--- config.mk ---
export PLATFORM = sky130hd
export DESIGN_NAME = vga_fb_reader_flat
export DESIGN_NICKNAME = d
export VERILOG_FILES = /design/src/rtl/vga_timing_pkg.sv /design/src/rtl/vga_fb_reader_if.sv /design/src/rtl/vga_sync_gen.sv /design/src/rtl/vga_fb_reader.sv /design/src/flat_wrapper.sv
export SDC_FILE = /design/constraint.sdc
export NUM_CORES = 1
export LEC_CHECK = 0
export ABC_AREA = 1
export CORE_ASPECT_RATIO = 0.75
export CORE_MARGIN = 10
export CORE_UTILIZATION = 50
export CTS_CLUSTER_DIAMETER = 50
export DETAILED_ROUTE_END_ITERATION = 8
export GPL_TIMING_DRIVEN = 0
export PLACE_DENSITY_LB_ADDON = 0.1
export SKIP_CTS_REPAIR_TIMING = 1
export SYNTH_ARGS = -nofsm -noshare
export SYNTH_HDL_FRONTEND = slang
export SYNTH_SLANG_ARGS = --single-unit
--- constraint.sdc ---
create_clock -name clk -period 1.6 [get_ports clk]
set_input_delay 0.32 -clock clk [delete_from_list [all_inputs] [get_ports clk]]
set_output_delay 0.32 -clock clk [all_outputs]
set_load 0.01 [all_outputs]
--- src/rtl/vga_timing_pkg.sv ---
// vga_timing_pkg
// Shared 640x480@60 timing constants, sync polarity, the per-pixel control
// word carried down the read pipeline and, when VGA_TESTPAT_EN is defined,
// the colour-bar table and its lookup.
// No ports.

package vga_timing_pkg;

   localparam int H_ACTIVE     = 640;
   localparam int H_FP         = 16;
   localparam int H_SYNC       = 96;
   localparam int H_BP         = 48;
   localparam int H_TOTAL      = H_ACTIVE + H_FP + H_SYNC + H_BP;
   localparam int H_SYNC_START = H_ACTIVE + H_FP;
   localparam int H_SYNC_END   = H_SYNC_START + H_SYNC;

   localparam int V_ACTIVE     = 480;
   localparam int V_FP         = 10;
   localparam int V_SYNC       = 2;
   localparam int V_BP         = 33;
   localparam int V_TOTAL      = V_ACTIVE + V_FP + V_SYNC + V_BP;
   localparam int V_SYNC_START = V_ACTIVE + V_FP;
   localparam int V_SYNC_END   = V_SYNC_START + V_SYNC;

   // Level driven on hsync/vsync during the sync pulse.
   localparam logic SYNC_POL = 1'b0;

   localparam int CNT_W = 10;
   typedef logic [CNT_W-1:0] cnt_t;

   // Per-pixel control travelling alongside the RAM read.
   typedef struct packed {
      logic hsync;
      logic vsync;
      logic active;
      logic first;
   } ctl_t;

   localparam ctl_t CTL_IDLE = {~SYNC_POL, ~SYNC_POL, 1'b0, 1'b0};

`ifdef VGA_TESTPAT_EN
   localparam int BAR_W = 80;

   // Index 0 is the leftmost bar.
   localparam logic [7:0][15:0] BAR_COLOUR = {
      16'h0000, 16'h001F, 16'hF800, 16'hF81F,
      16'h07E0, 16'h07FF, 16'hFFE0, 16'hFFFF
   };

   // Threshold compare instead of h/80 to keep a divider out of the output stage.
   function automatic logic [15:0] bar_colour(input cnt_t h);
      logic [15:0] c;
      c = BAR_COLOUR[0];
      for (int i = 1; i < 8; i++) begin
         if (h >= cnt_t'(i * BAR_W)) c = BAR_COLOUR[i];
      end
      return c;
   endfunction
`endif

endpackage

--- src/rtl/vga_fb_reader_if.sv ---
// vga_fb_reader_if
// Frame-buffer read port between the scan controller and the RAM.
//   addr_out  read address (reader -> RAM)
//   regread   read enable, high only for active-area addresses
//   data_in   pixel returned by the RAM

interface vga_fb_reader_if #(
   parameter int AW = 17,
   parameter int DW = 16
);
   logic [AW-1:0] addr_out;
   logic          regread;
   logic [DW-1:0] data_in;

   modport master (output addr_out, output regread, input data_in);
   modport slave  (input addr_out, input regread, output data_in);
endinterface

--- src/rtl/vga_sync_gen.sv ---
// vga_sync_gen
// Free-running 800x525 horizontal/vertical counters with raw (unregistered)
// sync and active-area flags decoded from the current count.
//   clk, rst      pixel clock, synchronous active-high reset
//   h_cnt, v_cnt  current position
//   hsync_raw     active-low horizontal sync for this position
//   vsync_raw     active-low vertical sync for this position
//   active        position lies inside 640x480
//   line_wrap     last cycle of a line
//   frame_wrap    last cycle of a frame

module vga_sync_gen
   import vga_timing_pkg::*;
(
   input  logic clk,
   input  logic rst,
   output cnt_t h_cnt,
   output cnt_t v_cnt,
   output logic hsync_raw,
   output logic vsync_raw,
   output logic active,
   output logic line_wrap,
   output logic frame_wrap
);

   always_ff @(posedge clk) begin
      if (rst) begin
         h_cnt <= '0;
         v_cnt <= '0;
      end else if (line_wrap) begin
         h_cnt <= '0;
         v_cnt <= frame_wrap ? '0 : v_cnt + cnt_t'(1);
      end else begin
         h_cnt <= h_cnt + cnt_t'(1);
      end
   end

   always_comb begin
      line_wrap  = (h_cnt == cnt_t'(H_TOTAL - 1));
      frame_wrap = line_wrap && (v_cnt == cnt_t'(V_TOTAL - 1));
      active     = (h_cnt < cnt_t'(H_ACTIVE)) && (v_cnt < cnt_t'(V_ACTIVE));
      hsync_raw  = ((h_cnt >= cnt_t'(H_SYNC_START)) && (h_cnt < cnt_t'(H_SYNC_END)))
                   ? SYNC_POL : ~SYNC_POL;
      vsync_raw  = ((v_cnt >= cnt_t'(V_SYNC_START)) && (v_cnt < cnt_t'(V_SYNC_END)))
                   ? SYNC_POL : ~SYNC_POL;
   end

endmodule

--- src/rtl/vga_fb_reader.sv ---
// vga_fb_reader
// Scan controller for the frame-buffer read side. Produces 640x480@60 timing,
// walks the FB_W x FB_H buffer upscaled by 2^SCALE_SHIFT using only adds,
// and aligns the returned pixel with registered hsync/vsync/de/rgb.
// Counter-to-pin latency is 2+RAM_LAT cycles.
//   clk, rst     pixel clock, synchronous active-high reset
//   fb           frame-buffer read port (addr_out, regread, data_in)
//   test_sel     colour-bar select (only with VGA_TESTPAT_EN)
//   hsync/vsync  active-low syncs
//   de, rgb      active-video flag and pixel (rgb is 0 when de=0)
//   frame_start  one-cycle pulse with pixel (0,0)
// Build option: define VGA_TESTPAT_EN to include the 8-bar test pattern.

module vga_fb_reader
   import vga_timing_pkg::*;
#(
   parameter int FB_W        = 160,
   parameter int FB_H        = 120,
   parameter int SCALE_SHIFT = 2,
   parameter int AW          = 17,
   parameter int DW          = 16,
   parameter int RAM_LAT     = 1
) (
   input  logic              clk,
   input  logic              rst,
   vga_fb_reader_if.master   fb,
   input  logic              test_sel,
   output logic              hsync,
   output logic              vsync,
   output logic              de,
   output logic [DW-1:0]     rgb,
   output logic              frame_start
);

   localparam int SW        = SCALE_SHIFT;
   // Base of the final buffer row; line_base never moves past it.
   localparam int LAST_BASE = FB_W * (FB_H - 1);

   cnt_t h_cnt, v_cnt;
   logic hsync_raw, vsync_raw, active, line_wrap, frame_wrap;
   logic line_end, first_pix, rd_en;

   vga_sync_gen u_sync (
      .clk        (clk),
      .rst        (rst),
      .h_cnt      (h_cnt),
      .v_cnt      (v_cnt),
      .hsync_raw  (hsync_raw),
      .vsync_raw  (vsync_raw),
      .active     (active),
      .line_wrap  (line_wrap),
      .frame_wrap (frame_wrap)
   );

   assign line_end  = active && (h_cnt == cnt_t'(H_ACTIVE - 1));
   assign first_pix = (h_cnt == '0) && (v_cnt == '0);

`ifdef VGA_TESTPAT_EN
   assign rd_en = active && !test_sel;
`else
   assign rd_en = active;
   wire unused_test_sel = test_sel;
`endif

   // pix_addr is the address of the pixel the counters point at now;
   // sub_h/sub_v count repeats of the same buffer column/row.
   logic [AW-1:0] pix_addr, line_base;
   logic [SW-1:0] sub_h, sub_v;

   always_ff @(posedge clk) begin
      if (rst) begin
         pix_addr  <= '0;
         line_base <= '0;
         sub_h     <= '0;
         sub_v     <= '0;
      end else if (frame_wrap) begin
         pix_addr  <= '0;
         line_base <= '0;
         sub_h     <= '0;
         sub_v     <= '0;
      end else if (line_end) begin
         sub_h <= '0;
         sub_v <= sub_v + SW'(1);
         if ((&sub_v) && (line_base != AW'(LAST_BASE))) begin
            line_base <= line_base + AW'(FB_W);
            pix_addr  <= line_base + AW'(FB_W);
         end else begin
            pix_addr  <= line_base;
         end
      end else if (active) begin
         sub_h <= sub_h + SW'(1);
         if (&sub_h) pix_addr <= pix_addr + AW'(1);
      end
   end

   // Stage 1 plus the delay line covering the RAM read latency.
   ctl_t ctl_d [0:RAM_LAT];
`ifdef VGA_TESTPAT_EN
   cnt_t h_d [0:RAM_LAT];
`endif

   always_ff @(posedge clk) begin
      if (rst) begin
         fb.addr_out <= '0;
         fb.regread  <= 1'b0;
         for (int i = 0; i <= RAM_LAT; i++) ctl_d[i] <= CTL_IDLE;
`ifdef VGA_TESTPAT_EN
         for (int i = 0; i <= RAM_LAT; i++) h_d[i] <= '0;
`endif
      end else begin
         fb.regread <= rd_en;
         if (active) fb.addr_out <= pix_addr;
         ctl_d[0] <= {hsync_raw, vsync_raw, active, first_pix};
         for (int i = 1; i <= RAM_LAT; i++) ctl_d[i] <= ctl_d[i-1];
`ifdef VGA_TESTPAT_EN
         h_d[0] <= h_cnt;
         for (int i = 1; i <= RAM_LAT; i++) h_d[i] <= h_d[i-1];
`endif
      end
   end

   always_ff @(posedge clk) begin
      if (rst) begin
         hsync       <= ~SYNC_POL;
         vsync       <= ~SYNC_POL;
         de          <= 1'b0;
         rgb         <= '0;
         frame_start <= 1'b0;
      end else begin
         hsync       <= ctl_d[RAM_LAT].hsync;
         vsync       <= ctl_d[RAM_LAT].vsync;
         de          <= ctl_d[RAM_LAT].active;
         frame_start <= ctl_d[RAM_LAT].first;
         rgb         <= ctl_d[RAM_LAT].active ? fb.data_in : '0;
`ifdef VGA_TESTPAT_EN
         if (test_sel) rgb <= ctl_d[RAM_LAT].active ? DW'(bar_colour(h_d[RAM_LAT])) : '0;
`endif
      end
   end

endmodule

--- src/flat_wrapper.sv ---
// flat-port wrapper written by rule: the top's interface ports become plain ports
module vga_fb_reader_flat import vga_timing_pkg::*;
#(
   parameter int FB_W        = 160,
   parameter int FB_H        = 120,
   parameter int SCALE_SHIFT = 2,
   parameter int AW          = 17,
   parameter int DW          = 16,
   parameter int RAM_LAT     = 1
)
  (clk, rst, test_sel, hsync, vsync, de, rgb, frame_start, fb_addr_out, fb_regread, fb_data_in);
  vga_fb_reader_if #(.AW(AW), .DW(DW)) fb_i ();
  input  logic clk;
  input  logic rst;
  input  logic test_sel;
  output logic hsync;
  output logic vsync;
  output logic de;
  output logic [DW-1:0] rgb;
  output logic frame_start;
  output wire logic [$bits(fb_i.addr_out)-1:0] fb_addr_out;
  output wire logic [$bits(fb_i.regread)-1:0] fb_regread;
  input wire logic [$bits(fb_i.data_in)-1:0] fb_data_in;
  assign fb_addr_out = fb_i.addr_out;
  assign fb_regread = fb_i.regread;
  assign fb_i.data_in = fb_data_in;
  vga_fb_reader #(.FB_W(FB_W), .FB_H(FB_H), .SCALE_SHIFT(SCALE_SHIFT), .AW(AW), .DW(DW), .RAM_LAT(RAM_LAT)) u_core (.clk(clk), .rst(rst), .fb(fb_i), .test_sel(test_sel), .hsync(hsync), .vsync(vsync), .de(de), .rgb(rgb), .frame_start(frame_start));
endmodule
==> flow_metrics.env <==
export IMPL_status="complete, but fails checks"
export IMPL_violations="setup timing"
export IMPL_numCtsBuffers=9
export IMPL_final_layout_size_suffix_gt1_share_pct=21.0
export IMPL_initial_core_util_pct=52.2
export IMPL_overflow=0
export IMPL_yosys_area_top_type="dfxtp_1"
export IMPL_synth_ff_type="dfxtp_1"
export IMPL_cp_required_ps=1810
export IMPL_drcViolationCount=0
export IMPL_leakage_nw=2.50
export IMPL_die_y_um=102
export IMPL_root_buffer="clkbuf_16"
export IMPL_clk_path_buf_depth=2
export IMPL_synthTopCellsByCount="142 x nand2_1, 98 x dfxtp_1, 80 x inv_1"
export IMPL_arrival_ps=1920
export IMPL_pre_cts_ws_ps=-383
export IMPL_max_slew_margin_pct=63.1
export IMPL_wire_per_inst_um=15.5
export IMPL_hold_path_class="in -> reg"
export IMPL_crit_path_end_kind="flop"
export IMPL_synth_top_cell_area_share_pct=43.5
export IMPL_finalHoldViolations=0
export IMPL_dr_pass1_iters=6
export IMPL_yosysSeqAreaShare_pct=43.5
export IMPL_antenna_cells=0
export IMPL_timing_final_crit_share_pct=107
export IMPL_grt_pass1_wl_mm=19.1
export IMPL_crit_fanout=6
export IMPL_wirelength_mm=13.0
export IMPL_synth_most_common_cell="nand2_1"
export IMPL_syn_area_per_cell_um2=7.10
export IMPL_grt_pass1_vias=3846
export IMPL_row_count=29
export IMPL_fin_nets=757
export IMPL_ios=57
export IMPL_synth_area_leaders="dfxtp_1 44%, nand2_1 12%, inv_1 6.7%, nor2_1 6.0%, a21oi_1 5.9%"
export IMPL_finClkSkew_ps=9.58
export IMPL_ant_nets=0
export IMPL_tritoncts="yes"
export IMPL_cts_htree_levels=3
export IMPL_worst_pin_slew_ps=553
export IMPL_first_iter_violations=421
export IMPL_clkTransAtPathRegs_ps=70
export IMPL_synth_edf_count=0
export IMPL_cap_violations=0
export IMPL_die_area_mm2=0.0133
export IMPL_finalCriticalPeriod_ps=1710
export IMPL_setup_ws_ps=-106
export IMPL_place_gp_congestion=0.900
export IMPL_ir_drop_mv=0.490
export IMPL_core_area_mm2=0.00864
export IMPL_synthArstFlopShare_pct=0
export IMPL_io_buffers=54
export IMPL_synth_distinct_cells=36
export IMPL_rsz0062_at_grt="yes"
export IMPL_startpoint_type="flop"
export IMPL_fmax_mhz=586
export IMPL_netlist_instances=635
export IMPL_detailed_place_hpwl_mm=9.02
export IMPL_ys_seq_elements=98
export IMPL_power_density_mw_per_mm2=841
export IMPL_maxSlewViolCount=0
export IMPL_vias=4524
export IMPL_whs_ps=358
export IMPL_cts_num_sinks=98
export IMPL_synth_nets=662
export IMPL_track_usage_pct=18.0
export IMPL_vias_per_cell=5.37
export IMPL_finalSetupViolCount=27
export IMPL_synthToLayoutAreaGrowth_pct=36.2
export IMPL_synth_warnings=0
export IMPL_path_class="reg -> reg"
export IMPL_fp_dieW_um=130
export IMPL_clock_latency_ps=350
export IMPL_grt_max_degree=19
export IMPL_syn_area_mm2=0.00451
export IMPL_antenna_found_initial=0
==> worst max-delay path, cell delays in order, from the launching register on <==
cell and delay [ps]:
dfxtp_4 380, nand2_4 60, nor3_4 310, nor2_1 110, nand2_2 160, nor2_4 90
buf_6 140, o211ai_1 170, o22ai_1 150
==> stage by stage <==
step                instances  area, um2  setup TNS (ps)  total power, W  util [%]
floorplan                 635       4520           -45.2         0.00274         -
global placement          797       5190          -13410         0.00287      60.1
detailed placement        797       5190          -14880         0.00288      60.1
CTS                       813       5510          -12810         0.00515      63.8
global route              843       6140           -3120         0.00533      71.1
finish                    843       6140           -1380         0.00516      71.1
==> per-layer routing <==
metal  up-vias  wire length (um)  GRT usage (%)
met5         -                 0              0
met4         0               119           4.74
met3        18              1150           4.76
met2       187              5700           26.4
met1      2075              6070           25.5
li1       2244                 -              -
==> logic make-up after synthesis <==
logic type      after synthesis  synth area share [%]
simple gates                312                  31.0
compound gates              103                  11.9
buf+inv                     101                  8.88
flops                        98                  43.5
xor+xnor                     13                  2.53
fa+ha+maj                     8                  2.22
==> worst paths after layout <==
check                              start                  end  slack, ps  depth (start not counted)
hold reg to reg       u_core.ctl_d[0][0]   u_core.ctl_d[0][4]        410                          2
setup / recovery  u_core.u_sync.v_cnt[6]  u_core.line_base[6]       -110                          8
setup reg to reg  u_core.u_sync.v_cnt[6]  u_core.line_base[6]       -110                          8
hold / removal                       rst   u_core.ctl_d[0][7]        360                          2
==> sequential cells by signal (all words and copies together), names as in the netlist <==
register             flops
u_core.fb.addr_out      17
u_core.frame_start       1
u_core.line_base        12
u_core.pix_addr         17
u_core.sub_v             2
u_core.vsync             1
u_core.sub_h             2
u_core.u_sync.v_cnt     10
u_core.ctl_d             8
u_core.hsync             1
u_core.u_sync.h_cnt     10
u_core.rgb              16
u_core.de                1
==> report_power, final <==
part	internal, W	total (W)	switching, W
clock network	0.00129	0.00229	0.000998
logic	0.000168	0.000343	0.000175
registers	0.00249	0.00253	0.0000465
total	0.00394	0.00516	0.00122
==> placed cells by master, fill, tap and decap left out, types with 11 or more instances in the layout <==
master,n
nor2_1,65
buf_4,27
nor3_1,16
nand4_1,14
a21oi_1,41
a21oi_2,12
clkbuf_16,11
o21ai_0,18
inv_1,71
nand2_1,134
clkdlybuf4s50_1,49
dfxtp_2,11
dfxtp_1,82
nand3_1,30
o21ai_1,20
==> area by class of cell <==
type	count	area [um2]
Timing Repair inverter	1	5.00
Timing Repair Buffer	83	820
Clock inverter	6	77.6
Tap cell	108	135
Buffer	17	130
Inverter	84	327
Clock buffer	10	239
Fill cell	700	2500
Multi-Input combinational cell	436	2410
Sequential cell	98	1990
(Power assumes the default switching activity.)
